**src/rtl/seg_scan_ctrl.sv**
```systemverilog
// Scan controller for a multiplexed common-cathode 7-segment display. One shared
// BCD decoder is time-shared across the digits; new values commit only at frame wrap.

module seg_scan_digit (
  input  logic [3:0] nib,
  output logic       invalid,
  output logic       is_zero
);
  assign invalid = (nib > 4'd9);
  assign is_zero = (nib == 4'd0);
endmodule

module seg_scan_ctrl #(
  parameter int DIGITS    = 4,
  parameter int DIV       = 3000,
  parameter int BLANK_CYC = 2
) (
  input  logic                  clk,
  input  logic                  rst,
  input  logic [4*DIGITS-1:0]   bcd_in,
  input  logic                  load,
  output logic                  ack,
  input  logic                  lzb_en,
  input  logic [DIGITS-1:0]     dp_mask,
  output logic [3:0]            dec_data,
  input  logic [8:0]            dec_seg,
  output logic [8:0]            seg,
  output logic [DIGITS-1:0]     dig_sel,
  output logic                  frame_start
);
  localparam int CW = (DIV > 1) ? $clog2(DIV) : 1;
  localparam int IW = $clog2(DIGITS);
  localparam logic [CW-1:0] CNT_MAX   = CW'(DIV - 1);
  localparam logic [IW-1:0] IDX_MAX   = IW'(DIGITS - 1);
  localparam logic [CW-1:0] BLANK_END = CW'(BLANK_CYC);

  logic [CW-1:0]            cnt;
  logic [IW-1:0]            idx;
  logic [DIGITS-1:0][3:0]   disp;
  logic [DIGITS-1:0][3:0]   stg;
  logic                     pending;
  logic                     slot_end;
  logic                     frame_end;
  logic [DIGITS-1:0]        invalid;
  logic [DIGITS-1:0]        nib_zero;
  logic [DIGITS-1:0]        zero_run;
  logic                     blank;
  logic                     unused_dec_hi;

  assign slot_end  = (cnt == CNT_MAX);
  assign frame_end = slot_end && (idx == IDX_MAX);

  // Slot prescaler and scan index
  always_ff @(posedge clk or posedge rst) begin
    if (rst) begin
      cnt <= '0;
      idx <= '0;
    end else if (slot_end) begin
      cnt <= '0;
      idx <= frame_end ? '0 : idx + 1'b1;
    end else begin
      cnt <= cnt + 1'b1;
    end
  end

  // Double buffer: a load always lands in stg; disp only changes at frame wrap,
  // taking the stg value from before any same-cycle load.
  always_ff @(posedge clk or posedge rst) begin
    if (rst) begin
      disp        <= '0;
      stg         <= '0;
      pending     <= 1'b0;
      ack         <= 1'b0;
      frame_start <= 1'b0;
    end else begin
      ack         <= frame_end && pending;
      frame_start <= frame_end;
      if (frame_end && pending)
        disp <= stg;
      if (load) begin
        stg     <= bcd_in;
        pending <= 1'b1;
      end else if (frame_end) begin
        pending <= 1'b0;
      end
    end
  end

  for (genvar i = 0; i < DIGITS; i++) begin : g_dig
    seg_scan_digit u_cell (
      .nib     (disp[i]),
      .invalid (invalid[i]),
      .is_zero (nib_zero[i])
    );
    // Digit i and every more-significant digit are zero
    assign zero_run[i] = &nib_zero[DIGITS-1:i];
  end

  assign dec_data      = disp[idx];
  assign blank         = invalid[idx] || (lzb_en && (idx != '0) && zero_run[idx]);
  assign unused_dec_hi = ^dec_seg[8:7];

  always_ff @(posedge clk or posedge rst) begin
    if (rst) begin
      seg     <= '0;
      dig_sel <= '1;
    end else begin
      seg     <= {1'b0, dp_mask[idx], blank ? 7'd0 : dec_seg[6:0]};
      dig_sel <= (cnt < BLANK_END) ? '1 : ~(DIGITS'(1) << idx);
    end
  end
endmodule
```
**config.mk**
```make
export PLATFORM = sky130hd
export DESIGN_NAME = seg_scan_ctrl
export DESIGN_NICKNAME = d
export VERILOG_FILES = /design/src/rtl/seg_scan_ctrl.sv
export SDC_FILE = /design/constraint.sdc
export NUM_CORES = 1
export LEC_CHECK = 0
export ABC_AREA = 0
export CORE_AREA = 2 2 95 97
export DETAILED_ROUTE_END_ITERATION = 8
export DIE_AREA = 0 0 97 99
export PLACE_DENSITY = 0.59
export SETUP_SLACK_MARGIN = 0.1
export SYNTH_ARGS = -nofsm -noshare
export SYNTH_HDL_FRONTEND = slang
export SYNTH_SLANG_ARGS = --single-unit
```
**constraint.sdc**
```tcl
create_clock -name clk -period 2.6 [get_ports clk]
set_input_delay 0.78 -clock clk [delete_from_list [all_inputs] [get_ports clk]]
set_output_delay 0.78 -clock clk [all_outputs]
set_load 0.1 [all_outputs]
```
# --- After elaboration in Yosys (flattened, before gate mapping) ---
# Cells that the tools add are included.
# Widths: inputs -> output; s select.
word_totals:
  ff_bits: 61
  out_inout_bits: 19
op_classes:
  n_addsub: 2
  magnitude_cmp: 6
  n_eq_ne: 2
  shifts: 1
  n_mux: 14
  bitwise_logic: 1
  n_reduce_logical: 14
op_table:
  columns: ["op", "n"]
  rows:
  - ["$gt 4x4->1 const B", 4]
  - ["$logic_not 4->1", 4]
  - ["$add 12x1->12 const B", 1]
  - ["$eq 12x12->1 const B", 1]
  - ["$lt 12x2->1 const B", 1]
  - ["$mux 12", 1]
  - ["$bmux 4 s2", 1]
  - ["$mux 4", 2]
  - ["$mux 7", 1]
  - ["$bmux 1 s2", 3]
  - ["$mux 1", 5]
  - ["$logic_and 1x1->1", 4]
  - ["$not 4->4", 1]
  - ["$reduce_and 4->1", 1]
  - ["$reduce_bool 2->1", 2]
  - ["$shl 1x2->4 const A", 1]
  - ["$lt 2x3->1 const B", 1]
  - ["$reduce_and 3->1", 1]
  - ["$add 2x1->2 const B", 1]
  - ["$eq 2x2->1 const B", 1]
  - ["$mux 2", 1]
  - ["$reduce_and 2->1", 1]
  - ["$logic_or 1x1->1", 1]

# --- Logic depth before layout (Yosys ltp) ---
# Gate-level depths: netlist of the first run.
logic_depth:
  ltp_word: 7
  depth_mapped: 7
  ltp_nobuf: 6

# --- Hierarchy ---
# Synthesis of the first run repeated with hierarchy kept, for this count alone.
hier_totals:
  hier_cells: 189
  hier_area_um2: 2647.5
modules_own_cells:
  columns: ["mod", "instances", "cells_each", "area_each_um2", "seq_area_each_um2"]
  rows:
  - ["seg_scan_ctrl", 1, 181, 2567.5, 1531.5]
  - ["seg_scan_digit", 4, 2, 20.0, 0.0]

# --- Worst setup path before layout of the first run ---
# Ideal clock, no wire load.
synth_path:
  path_type: "flip-flop to output port"
  startpoint: "register idx[0]"
  endpoint: "output port dec_data[0]"
  arrival_time_ns: 1.394
  path_slack_ns: 0.426
  stages_incl_launch_ff: 3
  path_cell_list: "dfrtp_1 -> buf_2 -> mux4_2"
synth_via:
  elab_chain_len: 2
synth_rtl:
  columns: ["element", "line_no", "source"]
  rows:
  - ["start: declaration", "38", "logic [IW-1:0] idx;"]
  - ["start signal: assignment", "60", "idx <= frame_end ? '0 : idx + 1'b1;"]
  - ["$bmux 4 s2", "99", "assign dec_data = disp[idx];"]
  - ["$mux 4 (implied by the code)", "99", null]
  - ["end: declaration", "25", "output logic [3:0] dec_data,"]
# Every way passes these cells. The select of a mux whose other input is x is not followed.

# --- Worst setup path in the final report of the first run ---
# Same ends and word-level chain as after synthesis.

==> flow_metrics.py, run 1 <==
metrics = {
    "power": {
        "seqPwrFrac_pct": 45.4,
        "switching_share_pct": 21.3,
        "irDropWorstVdd_uv": 297,
        "combPwrFrac_pct": 8.0,
        "internal_power_w": 0.00172,
        "p_switching_w": 0.000466,
        "leakage_nw": 1.58,
        "fin_total_pwr_w": 0.00219,
        "clkPwrFrac_pct": 46.6,
        "powerDensity_mw_per_mm2": 611,
    },
    "placed_design": {
        "gp_congestion": 0.794,
        "dp_hpwl_mm": 3.75,
        "port_buffers": 48,
    },
    "setup_path": {
        "crit-reg2reg-capture": "seg[4]",
        "crit_fanout": 11,
        "cp-start-kind": "flop",
        "end_kind": "primary output",
        "arrival_ns": 1.64,
        "r2r-start": "idx[1]",
        "reg2reg_depth": 7,
        "crit_type": "flop to primary output",
        "regToRegSetupSlack_ns": 0.57,
        "critPathRequiredTime_ns": 1.82,
    },
    "floorplan": {
        "fp.dieW_um": 97,
        "ios": 52,
        "std_cell_rows": 34,
        "start_util_pct": 31.3,
        "dieHeight_um": 99,
        "dieArea_mm2": 0.00960,
        "core-area_mm2": 0.00855,
    },
    "timing": {
        "period_needed_ns": 2.42,
        "finClkSkew_ns": 0.00772,
        "fin_crit_sh_pct": 93.2,
        "drv_slew": 0,
        "rsz0062_at_grt": "no",
        "fin_tns_setup_ns": 0,
        "setup_viol": 0,
        "fmax_ghz": 0.413,
        "hold-worst-slack_ns": 0.488,
        "finalHoldViolCount": 0,
    },
    "logic_synthesis": {
        "syn_inst": 194,
        "synth_common_cells": "57 x dfrtp_1, 22 x mux2_2, 10 x mux2_4",
        "syn_area_mm2": 0.00267,
        "async_flop_share_pct": 100,
        "ys_seq_area_share_pct": 57.3,
        "postSynthAreaPerCell_um2": 13.8,
        "syn-num-nets": 232,
        "ys.flop_type": "dfrtp_1",
        "synth_top_area_share_pct": 53.4,
        "synthTopCellsByArea": "dfrtp_1 53%, mux2_2 9.3%, mux2_4 5.6%",
        "yosysMostFrequentCell": "dfrtp_1",
        "synth_warnings": 0,
        "ys_ff_latch": 61,
        "yosysTopAreaCell": "dfrtp_1",
        "synth-edff-count": 0,
        "yosysUniqueCellTypes": 43,
    },
    "flow_run": {
        "max-cap-violations": 0,
    },
    "final_layout": {
        "post-route-util_pct": 41.9,
        "nNetsFinal": 292,
        "area_delta_synth_final_pct": 34.1,
        "fillers": 812,
        "drive_gt1_share_pct": 35.5,
        "num_antenna_cells": 0,
    },
    "min_path": {
        "hold_start": "cnt[0]",
        "holdPathStages": 1,
        "hold_path_class": "flop to flop",
        "whs_endpoint": "cnt[0]",
    },
    "run_status": {
        "outcome": "finished clean",
    },
    "detailed_routing": {
        "num_vias": 1715,
        "first_pass_iters": 4,
        "antenna_left": 0,
        "remaining_drc_errors": 0,
        "drt_iter0_drc": 56,
        "avgRoutedWirePerCell_um": 14.5,
        "via_per_inst": 4.67,
        "drt-total-wl_mm": 5.32,
    },
    "global_routing": {
        "grt_pass1_wl_mm": 8.82,
        "grt_max_degree": 24,
        "first_global_vias": 1727,
        "grt_usage_pct": 11.8,
        "grt_antenna_before_repair": 0,
        "gr-total-overflow": 0,
    },
    "clock_network": {
        "cts_tree": "built",
        "clock_latency_ns": 0.33,
        "clock_path_buffers": 2,
        "cts.reportedPaths.clkPinSlew_ns": 0.07,
        "cts_buffers": 9,
        "clockRootBuffer": "clkbuf_8",
        "cts_sinks": 61,
        "cts_max_level": 3,
    },
}
critical path, cell delays in order, from the launching register on:
cell,delay [ns]
dfrtp_2,0.52
mux4_2,0.60
buf_12,0.19
final cells by class:
type | instances | area [um^2] | area share [%]
inverter | 7 | 26.3 | 0.733
sequential | 61 | 1530 | 42.8
timing repair buffer | 57 | 578 | 16.1
clock inverter | 4 | 95.1 | 2.65
multi-input combinational | 118 | 1070 | 29.9
tap | 108 | 135 | 3.77
clock buffer | 12 | 145 | 4.05
kinds of logic (layout without fill, tap and decap cells):
| family | Yosys count | after routing | synth area share (%) |
|---|---|---|---|
| DFF | 61 | 61 | 57.3 |
| and+or+nand+nor | 54 | 54 | 12.7 |
| muxes | 37 | 37 | 19.1 |
| buffers and inverters | 15 | 80 | 2.62 |
| AOI/OAI and AO/OA | 14 | 14 | 3.47 |
| xor gates and xnor gates | 7 | 7 | 2.29 |
| adders and majority gates | 5 | 5 | 2.34 |
| other | 1 | 1 | 0.140 |
placed cells by master (no fill, tap or decap), types with 2 or more instances in the layout:
| master | n |
|---|---|
| ha_1 | 5 |
| clkbuf_8 | 10 |
| nor3b_1 | 7 |
| nor2_1 | 8 |
| inv_1 | 6 |
| and3_1 | 3 |
| a21oi_1 | 2 |
| buf_4 | 21 |
| nand3_1 | 7 |
| xor2_1 | 4 |
| clkdlybuf4s50_1 | 30 |
| nand4_1 | 3 |
| clkbuf_1 | 2 |
| bufinv_16 | 3 |
| xnor2_1 | 3 |
| dfstp_2 | 4 |
| mux2_4 | 10 |
| o21ai_0 | 4 |
| nor4_1 | 6 |
| nand2_1 | 9 |
| mux2_2 | 22 |
| dfrtp_1 | 56 |
| buf_12 | 6 |
| mux4_2 | 5 |
per-layer routing:
layer | global-route usage, % | up-vias | wire, um
li1 | - | 814 | -
met1 | 16.2 | 848 | 2590
met2 | 17.1 | 47 | 2390
met3 | 3.40 | 6 | 247
met4 | 5.85 | 0 | 93
met5 | 0 | - | 0
power groups by stage:
stage	Sequential, W	Combinational (W)	Clock (W)
CTS	0.000996	0.000178	0.00105
detailed placement	0.00101	0.000177	0
floorplan	0.00106	0.0000572	0
finish	0.000995	0.000174	0.00102
global placement	0.00101	0.000175	0
global route	0.000999	0.000187	0.00109
worst max path at each step:
stage | slack [ns] | startpoint | cells past startpoint | endpoint
2_1_floorplan | 0.31 | rst | 1 | ack
3_5_place_dp | 0.32 | idx[0] | 2 | dec_data[3]
4_1_cts | 0.12 | idx[0] | 2 | dec_data[3]
3_3_place_gp | 0.32 | idx[0] | 2 | dec_data[3]
5_1_grt | 0.12 | idx[0] | 2 | dec_data[0]
6_report | 0.18 | idx[0] | 2 | dec_data[0]
registers in the layout (all words and copies together), names as in the netlist:
name,flops
disp,16
stg,16
cnt,12
seg,8
dig_sel,4
idx,2
ack,1
frame_start,1
pending,1
stage by stage:
| stage | setup WS [ns] | instance area, um^2 | std cells |
|---|---|---|---|
| floorplan | 0.314 | 2670 | 194 |
| global placement | 0.323 | 3320 | 348 |
| detailed placement | 0.323 | 3320 | 348 |
| CTS | 0.117 | 3560 | 364 |
| global route | 0.123 | 3580 | 367 |
| finish | 0.176 | 3580 | 367 |
what timing repair did:
| action | 4_1_cts | 5_1_grt |
|---|---|---|
| gates resized for setup | 1 | 0 |
| setup buffers | 0 | 3 |
| hold buffers | 0 | 0 |
| setup endpoints to repair | 4 | 4 |
(Power assumes the default switching activity.)
==> run 2, diff against run 1 <==
ABC_AREA = 1   (was 0)
CORE_AREA = 2 2 99 101   (was 2 2 95 97)
DIE_AREA = 0 0 101 103   (was 0 0 97 99)
PLACE_DENSITY = 0.58   (was 0.59)
==> flow_metrics.py, run 2 <==
metrics = {
    "global_routing": {
        "grt_usage_pct": 13.0,
        "grt_max_degree": 62,
        "gr-total-overflow": 0,
        "grt_antenna_before_repair": 0,
        "grt_pass1_wl_mm": 10.5,
        "first_global_vias": 2239,
    },
    "power": {
        "fin_total_pwr_w": 0.00185,
        "powerDensity_mw_per_mm2": 498,
        "irDropWorstVdd_uv": 218,
        "leakage_nw": 1.91,
    },
    "logic_synthesis": {
        "syn_inst": 355,
        "synth-edff-count": 0,
        "syn-num-nets": 393,
        "async_flop_share_pct": 100,
        "synth_top_area_share_pct": 49.3,
        "yosysUniqueCellTypes": 34,
        "ys_seq_area_share_pct": 52.9,
        "ys.flop_type": "dfrtp_1",
        "postSynthAreaPerCell_um2": 8.15,
        "yosysTopAreaCell": "dfrtp_1",
        "ys_ff_latch": 61,
        "yosysMostFrequentCell": "nand2_1",
        "synthTopCellsByArea": "dfrtp_1 49%, nand2_1 16%, nor2_1 4.7%",
        "synth_common_cells": "127 x nand2_1, 57 x dfrtp_1, 36 x nor2_1",
        "synth_warnings": 0,
        "syn_area_mm2": 0.00289,
    },
    "floorplan": {
        "ios": 52,
        "fp.dieW_um": 101,
        "dieArea_mm2": 0.0104,
        "core-area_mm2": 0.00946,
        "dieHeight_um": 103,
        "std_cell_rows": 36,
        "start_util_pct": 30.6,
    },
    "flow_run": {
        "max-cap-violations": 0,
    },
    "detailed_routing": {
        "antenna_left": 0,
        "drt-total-wl_mm": 6.07,
        "first_pass_iters": 5,
        "remaining_drc_errors": 0,
        "via_per_inst": 4.46,
        "num_vias": 2357,
        "drt_iter0_drc": 127,
        "avgRoutedWirePerCell_um": 11.5,
    },
    "setup_path": {
        "cpMaxStageDelayCell": "dfrtp_1",
        "reg2reg_depth": 10,
        "critPathRequiredTime_ns": 1.82,
        "cp_cell_sequence": "buf_4 > nand2_1 > inv_1 > nor3_1 > a21oi_4 > buf_12",
        "r2r-start": "idx[1]",
        "crit-reg2reg-capture": "seg[3]",
        "crit_fanout": 14,
        "max_stage_delay_ns": 0.40,
        "cp-start-kind": "flop",
        "regToRegSetupSlack_ns": 0.70,
        "arrival_ns": 1.61,
        "crit_type": "flop to primary output",
        "end_kind": "primary output",
    },
    "placed_design": {
        "gp_congestion": 0.822,
        "pre_cts_slack_ns": 0.406,
        "port_buffers": 48,
        "dp_hpwl_mm": 4.40,
    },
    "timing": {
        "drv_slew": 0,
        "tightest_slew_ns": 0.513,
        "setup_ws_ns": 0.205,
        "setup_viol": 0,
        "finalHoldViolCount": 0,
        "fin_tns_setup_ns": 0,
        "fin_crit_sh_pct": 92.1,
        "finClkSkew_ns": 0.00740,
        "relSlewSlack_pct": 65.6,
        "period_needed_ns": 2.39,
        "rsz0062_at_grt": "no",
        "hold-worst-slack_ns": 0.473,
        "fmax_ghz": 0.418,
    },
    "clock_network": {
        "cts_buffers": 9,
        "clock_path_buffers": 2,
        "cts_sinks": 61,
        "cts.reportedPaths.clkPinSlew_ns": 0.06,
        "cts_tree": "built",
        "clockRootBuffer": "clkbuf_8",
        "cts_max_level": 3,
        "clock_latency_ns": 0.34,
    },
    "final_layout": {
        "seqCellArea_mm2": 0.00153,
        "post-route-util_pct": 39.2,
        "area_delta_synth_final_pct": 28.2,
        "final_common_cell": "nand2_1",
        "drive_gt1_share_pct": 16.2,
        "fillers": 997,
        "layout_common_cells": "127 x nand2_1, 56 x dfrtp_1, 36 x nor2_1",
        "top_regs": "disp x16, stg x16, cnt x12",
        "multiInputGateArea_mm2": 0.00117,
        "nNetsFinal": 447,
        "num_antenna_cells": 0,
    },
    "min_path": {
        "hold_start": "stg[7]",
        "whs_endpoint": "stg[7]",
        "holdPathStages": 2,
        "hold_path_class": "flop to flop",
    },
    "run_status": {
        "outcome": "finished clean",
    },
}
-- run 2: routing by layer --
metal / GRT usage [%] / wire, um
met5: 0 / 0
met4: 5.30 / 93
met3: 3.66 / 257
met2: 21.2 / 2870
met1: 16.5 / 2850
-- run 2: how the worst max path moves through the flow --
stage                      start     endpoint  slack, ns  cells after the start
after global placement    idx[1]  dec_data[0]       0.43                      5
after floorplan           idx[1]  dec_data[1]       0.11                      4
after global routing      idx[0]  dec_data[1]       0.12                      5
after detailed placement  idx[1]  dec_data[1]       0.41                      5
after CTS                 idx[1]  dec_data[1]       0.11                      5
final                     idx[0]  dec_data[3]       0.21                      6
-- run 2: logic make-up (layout without fill, tap and decap cells) --
group | count (synthesis) | in the layout | share of synthesized area (%)
xor gates and xnor gates | 3 | 3 | 0.908
other | 1 | 1 | 0.130
buffers and inverters | 50 | 109 | 8.08
and+or+nand+nor | 212 | 212 | 31.8
DFF | 61 | 61 | 52.9
AOI/OAI and AO/OA | 23 | 23 | 4.02
adders and majority gates | 5 | 5 | 2.16
-- run 2: critical path, delay by kind of cell, from the launching register on --
family          cells  cell delay (ns)
flops               1             0.40
compound gates      1             0.07
simple gates        2             0.39
buf+inv             3             0.42
-- run 2: per-stage QoR --
stage	area (um^2)	cells
global placement	3520	509
CTS	3690	526
global route	3710	528
finish	3710	528
floorplan	2940	355
detailed placement	3520	509
-- run 2: final cells by class --
type,count,area share [%]
clock buffers,11,3.54
clock inverters,5,0.742
inverters,38,4.08
multi-input cells,244,31.6
flip-flops and latches,61,41.3
well taps,114,3.84
repair buffers,55,14.8
-- run 2: timing repair --
action	CTS	global route
gates cloned	0	0
pin swaps	0	0
hold buffers	0	0
setup buffers	1	2
gates resized for setup	1	2
endpoints found under the setup margin	3	4
-- run 2: where the power goes --
part           internal [W]  total [W]  switching [W]
logic             0.0000644   0.000167       0.000103
clock network      0.000339   0.000690       0.000351
registers          0.000978   0.000992      0.0000137
==> run 3, diff against run 2 <==
ABC_AREA = default   (was 1)
CORE_AREA = 2 2 95 97   (was 2 2 99 101)
DIE_AREA = 0 0 97 99   (was 0 0 101 103)
PLACE_DENSITY = 0.59   (was 0.58)
==> results of run 3 <==
Final layout, timing and power as in run 1 (identical DEF).
